--- config.mk ---
export PLATFORM = sky130hd
export DESIGN_NAME = bias_stream_loader_flat
export DESIGN_NICKNAME = d
export VERILOG_FILES = /design/src/rtl/bias_stream_loader_if.sv /design/src/rtl/bias_stream_loader.sv /design/src/flat_wrapper.sv
export SDC_FILE = /design/constraint.sdc
export NUM_CORES = 1
export LEC_CHECK = 0
export CORE_AREA = 5 5 147 149
export CTS_CLUSTER_SIZE = 25
export DETAILED_ROUTE_END_ITERATION = 6
export DIE_AREA = 0 0 152 154
export GPL_TIMING_DRIVEN = 0
export PLACE_DENSITY = 0.84
export SYNTH_ARGS = -nofsm -noshare
export SYNTH_HDL_FRONTEND = slang
export SYNTH_SLANG_ARGS = --single-unit
export TNS_END_PERCENT = 50
--- constraint.sdc ---
create_clock -name ap_clk -period 2.52 [get_ports ap_clk]
set_input_delay 0.63 -clock ap_clk [delete_from_list [all_inputs] [get_ports ap_clk]]
set_output_delay 0.63 -clock ap_clk [all_outputs]
set_load 0.05 [all_outputs]
--- src/rtl/bias_stream_loader_if.sv ---
// Bias stream bundle: ap_fifo read side (dout/empty_n/read) plus the ROM-style bias read port.
// master = producer/consumer environment, slave = bias_stream_loader.
interface bias_stream_loader_if #(
  parameter int unsigned DATA_WIDTH = 16,
  parameter int unsigned ADDR_WIDTH = 4
);
  logic [DATA_WIDTH-1:0] input_V_dout;
  logic                  input_V_empty_n;
  logic                  input_V_read;
  logic [ADDR_WIDTH-1:0] bias_V_address0;
  logic                  bias_V_ce0;
  logic [DATA_WIDTH-1:0] bias_V_q0;

  modport master (
    output input_V_dout, input_V_empty_n, bias_V_address0, bias_V_ce0,
    input  input_V_read, bias_V_q0
  );

  modport slave (
    input  input_V_dout, input_V_empty_n, bias_V_address0, bias_V_ce0,
    output input_V_read, bias_V_q0
  );
endinterface

--- src/rtl/bias_stream_loader.sv ---
// Drains MEM_SIZE bias words from an ap_fifo stream into a table served via a 1-cycle ROM port.
// Optional macro BIAS_STREAM_RELOAD_EN: a pop while READY starts loading a fresh table.
module bias_stream_loader #(
  parameter int unsigned MEM_SIZE   = 16,
  parameter int unsigned DATA_WIDTH = 16,
  parameter int unsigned ADDR_WIDTH = (MEM_SIZE > 1) ? $clog2(MEM_SIZE) : 1
) (
  input  logic                   ap_clk,
  input  logic                   ap_rst_n,
  bias_stream_loader_if.slave    bus,
  output logic                   loaded
);

  localparam int unsigned CNT_W = ADDR_WIDTH + 1;
  localparam logic [CNT_W-1:0] LAST_IDX = CNT_W'(MEM_SIZE - 1);
  localparam logic [CNT_W-1:0] MEM_DEPTH = CNT_W'(MEM_SIZE);

  typedef enum logic {S_LOAD, S_READY} state_t;

  state_t                r_state, w_state_nxt;
  logic [CNT_W-1:0]      r_wr_cnt, w_wr_cnt_nxt;
  logic                  r_loaded, w_loaded_nxt;
  logic                  w_read;
  logic [DATA_WIDTH-1:0] r_q0;
  logic [DATA_WIDTH-1:0] r_mem [MEM_SIZE];

  // State, write counter and loaded flag
  always_ff @(posedge ap_clk or negedge ap_rst_n) begin
    if (!ap_rst_n) begin
      r_state  <= S_LOAD;
      r_wr_cnt <= '0;
      r_loaded <= 1'b0;
    end else begin
      r_state  <= w_state_nxt;
      r_wr_cnt <= w_wr_cnt_nxt;
      r_loaded <= w_loaded_nxt;
    end
  end

  always_comb begin
    w_state_nxt  = r_state;
    w_wr_cnt_nxt = r_wr_cnt;
    w_loaded_nxt = r_loaded;
    w_read       = 1'b0;
    unique case (r_state)
      S_LOAD: begin
        w_read = bus.input_V_empty_n;
        if (w_read) begin
          if (r_wr_cnt == LAST_IDX) begin
            w_state_nxt  = S_READY;
            w_wr_cnt_nxt = '0;
            w_loaded_nxt = 1'b1;
          end else begin
            w_wr_cnt_nxt = r_wr_cnt + CNT_W'(1);
          end
        end
      end
      S_READY: begin
`ifdef BIAS_STREAM_RELOAD_EN
        // Pop lands in mem[0] (wr_cnt is 0 here); a one-word table simply stays READY
        w_read = bus.input_V_empty_n;
        if (w_read && (MEM_SIZE > 1)) begin
          w_state_nxt  = S_LOAD;
          w_wr_cnt_nxt = CNT_W'(1);
          w_loaded_nxt = 1'b0;
        end
`else
        w_read = 1'b0;
`endif
      end
    endcase
  end

  // Table storage, intentionally not reset
  always_ff @(posedge ap_clk) begin
    if (w_read) begin
      r_mem[r_wr_cnt[ADDR_WIDTH-1:0]] <= bus.input_V_dout;
    end
  end

  // ROM-style read port; out-of-range addresses return zero rather than wrapping
  always_ff @(posedge ap_clk or negedge ap_rst_n) begin
    if (!ap_rst_n) begin
      r_q0 <= '0;
    end else if (bus.bias_V_ce0 && r_loaded) begin
      if ({1'b0, bus.bias_V_address0} < MEM_DEPTH) begin
        r_q0 <= r_mem[bus.bias_V_address0];
      end else begin
        r_q0 <= '0;
      end
    end
  end

  assign bus.input_V_read = w_read;
  assign bus.bias_V_q0    = r_q0;
  assign loaded           = r_loaded;

endmodule

--- src/flat_wrapper.sv ---
// flat-port wrapper written by rule: the top's interface ports become plain ports
module bias_stream_loader_flat 
#(
  parameter int unsigned MEM_SIZE   = 16,
  parameter int unsigned DATA_WIDTH = 16,
  parameter int unsigned ADDR_WIDTH = (MEM_SIZE > 1) ? $clog2(MEM_SIZE) : 1
)
  (ap_clk, ap_rst_n, loaded, bus_input_V_dout, bus_input_V_empty_n, bus_bias_V_address0, bus_bias_V_ce0, bus_input_V_read, bus_bias_V_q0);
  bias_stream_loader_if #(.DATA_WIDTH(DATA_WIDTH), .ADDR_WIDTH(ADDR_WIDTH)) bus_i ();
  input  logic ap_clk;
  input  logic ap_rst_n;
  output logic loaded;
  input wire logic [$bits(bus_i.input_V_dout)-1:0] bus_input_V_dout;
  input wire logic [$bits(bus_i.input_V_empty_n)-1:0] bus_input_V_empty_n;
  input wire logic [$bits(bus_i.bias_V_address0)-1:0] bus_bias_V_address0;
  input wire logic [$bits(bus_i.bias_V_ce0)-1:0] bus_bias_V_ce0;
  output wire logic [$bits(bus_i.input_V_read)-1:0] bus_input_V_read;
  output wire logic [$bits(bus_i.bias_V_q0)-1:0] bus_bias_V_q0;
  assign bus_i.input_V_dout = bus_input_V_dout;
  assign bus_i.input_V_empty_n = bus_input_V_empty_n;
  assign bus_i.bias_V_address0 = bus_bias_V_address0;
  assign bus_i.bias_V_ce0 = bus_bias_V_ce0;
  assign bus_input_V_read = bus_i.input_V_read;
  assign bus_bias_V_q0 = bus_i.bias_V_q0;
  bias_stream_loader #(.MEM_SIZE(MEM_SIZE), .DATA_WIDTH(DATA_WIDTH), .ADDR_WIDTH(ADDR_WIDTH)) u_core (.ap_clk(ap_clk), .ap_rst_n(ap_rst_n), .bus(bus_i), .loaded(loaded));
endmodule
==> impl_metrics.yaml <==
status:
  status: "completed"
timing:
  slew_headroom_pct: 25.6
  post-route-period-util_pct: 98.0
  finalSetupViolCount: 0
  slew_viol_final: 0
  finClkSkew_ps: 10.0
  max_freq_ghz: 0.405
  hold_viol: 0
  rsz0062_at_grt: "false"
  tightest_slew_ps: 1120
  period_needed_ps: 2470
  timing.final.ws_setup_ps: 49.4
worst_setup_path:
  critical_path_buf_inv_count: 2
  critPathTopFamily: "simple AND/OR/NAND/NOR gates"
  worstSetupEndpointType: "register"
  cp_data_required_time_ps: 2960
  worstPathMaxFanout: 10
  reg2reg_depth: 5
  cp_slowest_cell: "nor2_1"
  critical_path_class: "primary input to register"
  r2r_end: "u_core.bus.bias_V_q0[2]"
  critPathMaxStageDelay_ps: 790
  start_kind: "primary input"
  worstPathArrival_ps: 2910
  reg2reg_slack_ps: 180
  crit_chain: "clkdlybuf4s50_1 > nand2_1 > nor2_1 > buf_2 > nand4_1 > nand3_1"
  timing.rr.start: "u_core.loaded"
synthesis:
  synth.top_cells.by_area: "edfxtp_1 71%, mux2i_1 12%, dfrtp_1 5.3%"
  postSynthRegisterBits: 279
  ys_warn_count: 0
  seq_area_frac_synth_pct: 75.9
  synth_area_um2: 10900
  netlist_instances: 635
  synthSimpleGateAreaFrac_pct: 6.09
  post_synth_fa_ha_maj_area_fraction_pct: 0.460
  synthMuxAreaShare_pct: 11.8
  postSynthAreaPerCell_um2: 17.1
  synth-compound-area-share_pct: 3.54
  synth_top_family_by_area: "multiplexers"
  synthesis.nets: 663
  synth.top_cell.area_share_pct: 70.7
  synthXorXnorAreaFrac_pct: 0.161
  synth.distinct_cells: 24
  synth_largest_area_cell: "edfxtp_1"
cts:
  cts_buffers: 27
  clockBufferDepth: 3
  htree_levels: 1
  clkLatencyLatePin_ps: 520
  clock-sinks: 279
  cts.reportedPaths.clkPinSlew_ps: 60
  cts_setup_buffers: 0
  cts-root-buf: "clkbuf_16"
  cts_tree: "done"
global_routing:
  grt-ovfl-total: 0
  grt_max_degree: 24
  grtUsageMet3_pct: 4.44
  grt_pass1_wl_mm: 37.9
  antenna_found_initial: 0
  grt_pass1_vias: 6148
  grt_use_met2_pct: 36.3
  grt_usage_pct: 21.5
  busiest_layer: "met2"
  use_met1_pct: 28.0
flow_run:
  cap_viol_max_count: 0
layout:
  areaGrowthSynthToFinish_pct: 15.4
  finalNonFillerCells: 994
  n_antenna_cell: 0
  drive_gt1_share_pct: 10.9
  fill_cells: 1379
  layout.nets: 732
power:
  powerDensity_nw_per_um2: 942
  irDropWorstVdd_mv: 0.402
  leakage_nw: 4.52
place:
  dp.cells: 945
  gp_congestion: 0.815
  port_buffers: 40
  dp_slack_ps: -594
  hpwl_mm: 14.9
drt:
  ant_nets: 0
  dr_total_vias: 6090
  drtIter0Drc: 692
  routed_wirelength_mm: 25.6
  drt-wirelength-per-cell_um: 25.7
  drc: 0
  dr.pass1.iters: 5
  vias_per_cell: 6.13
die:
  std_cell_rows: 52
  coreArea_um2: 20000
  die_h_um: 154
  die_area_um2: 23400
  num_io_pins: 42
  die_width_um: 152
  initial_core_util_pct: 54.3
worst_hold_path:
  hp-class: "primary input to asynchronous set/reset pin"
## through the flow
| step | hold WS (ps) | instance area [um^2] | total power [mW] | utilization (%) | setup TNS [ps] |
|---|---|---|---|---|---|
| 4_1_cts | 480 | 12600 | 11.8 | 62.7 | 0 |
| 3_5_place_dp | 467 | 11600 | 7.68 | 58.0 | -124420 |
| 6_report | 159 | 12600 | 11.8 | 62.7 | 0 |
| 5_1_grt | 184 | 12600 | 12.2 | 62.7 | 0 |
| 2_1_floorplan | 334 | 10900 | 6.90 | - | 0 |
| 3_3_place_gp | 453 | 11600 | 7.57 | 58.0 | -102910 |
## worst max-delay path by stage
stage          cells after the start                      end                 from  slack, ps
3_3_place_gp                       5       u_core.r_mem[1][7]  bus_input_V_empty_n       -470
4_1_cts                            5      u_core.r_mem[15][2]  bus_input_V_empty_n         20
2_1_floorplan                      4       u_core.r_mem[3][0]  bus_input_V_empty_n        290
5_1_grt                            1                   loaded        u_core.loaded         20
6_report                           6  u_core.bus.bias_V_q0[2]       bus_bias_V_ce0         50
3_5_place_dp                       5       u_core.r_mem[1][7]  bus_input_V_empty_n       -590
## layout by cell type (no fill, tap or decap), drive strengths merged
cell and instances:
clkdlybuf4s50 38, dfrtp 23, and3 2, a22oi 48, o21ai 2, and3b 2, nor2 3, clkinvlp 1
clkbuf 39, a21oi 1, xnor2 2, nor3b 1, mux2i 128, or2 1, buf 27, nor2b 5
nand2 53, a41o 1, edfxtp 256, nand4 16, nand3 33, inv 3, ha 4, and2 18
clkinv 11, bufinv 6
## cell families (layout without fill, tap and decap cells)
logic type | count (synthesis) | after routing
buf+inv | 36 | 125
simple gates | 134 | 134
mux | 128 | 128
xor+xnor | 2 | 2
compound gates | 52 | 52
flops | 279 | 279
fa+ha+maj | 4 | 4
## area by class of cell
cell class	count	area (um^2)	share of cell area, %
timing repair buffer	40	390	3.11
clock buffer	30	687	5.47
inverter	2	7.51	0.0598
clock inverter	19	248	1.97
tap	270	338	2.69
buffer	34	213	1.69
multi-input combinational	320	2410	19.2
sequential	279	8260	65.8
## layer usage
metal  part of all wire, %  vias up
met2                    49      432
met5                     0        -
met1                    37     2995
met4                   3.2        0
li1                      -     2602
met3                    11       61
## flip-flops by register name, indices dropped and copies added (netlist names)
name	count
u_core.r_mem	256
u_core.bus.bias_V_q0	16
u_core.r_wr_cnt	5
u_core.loaded	1
u_core.r_state	1
## power breakdown
group	internal (mW)	total [mW]	switching [mW]	leakage [nW]
Combinational	0.569	1.87	1.30	1.47
Sequential	5.52	5.74	0.218	2.59
Clock	2.57	4.22	1.65	0.455
## timing repair
| item | in CTS | in global routing |
|---|---|---|
| hold buffers | 0 | 0 |
| resized for setup | 5 | 12 |
| endpoints found under the setup margin | 33 | 162 |
## synthesized netlist by cell type (all sizes together)
| cell | number |
|---|---|
| and3b | 2 |
| mux2i | 128 |
| a41o | 1 |
| inv | 2 |
| clkbuf | 9 |
| nand4 | 16 |
| nor2 | 3 |
| edfxtp | 256 |
| nor3b | 1 |
| xnor2 | 2 |
| and3 | 2 |
| a21oi | 1 |
| buf | 25 |
| dfrtp | 23 |
| nor2b | 5 |
| nand2 | 53 |
| ha | 4 |
| a22oi | 48 |
| nand3 | 33 |
| o21ai | 2 |
| or2 | 1 |
| and2 | 18 |
Power figures use the tool's default switching activity.
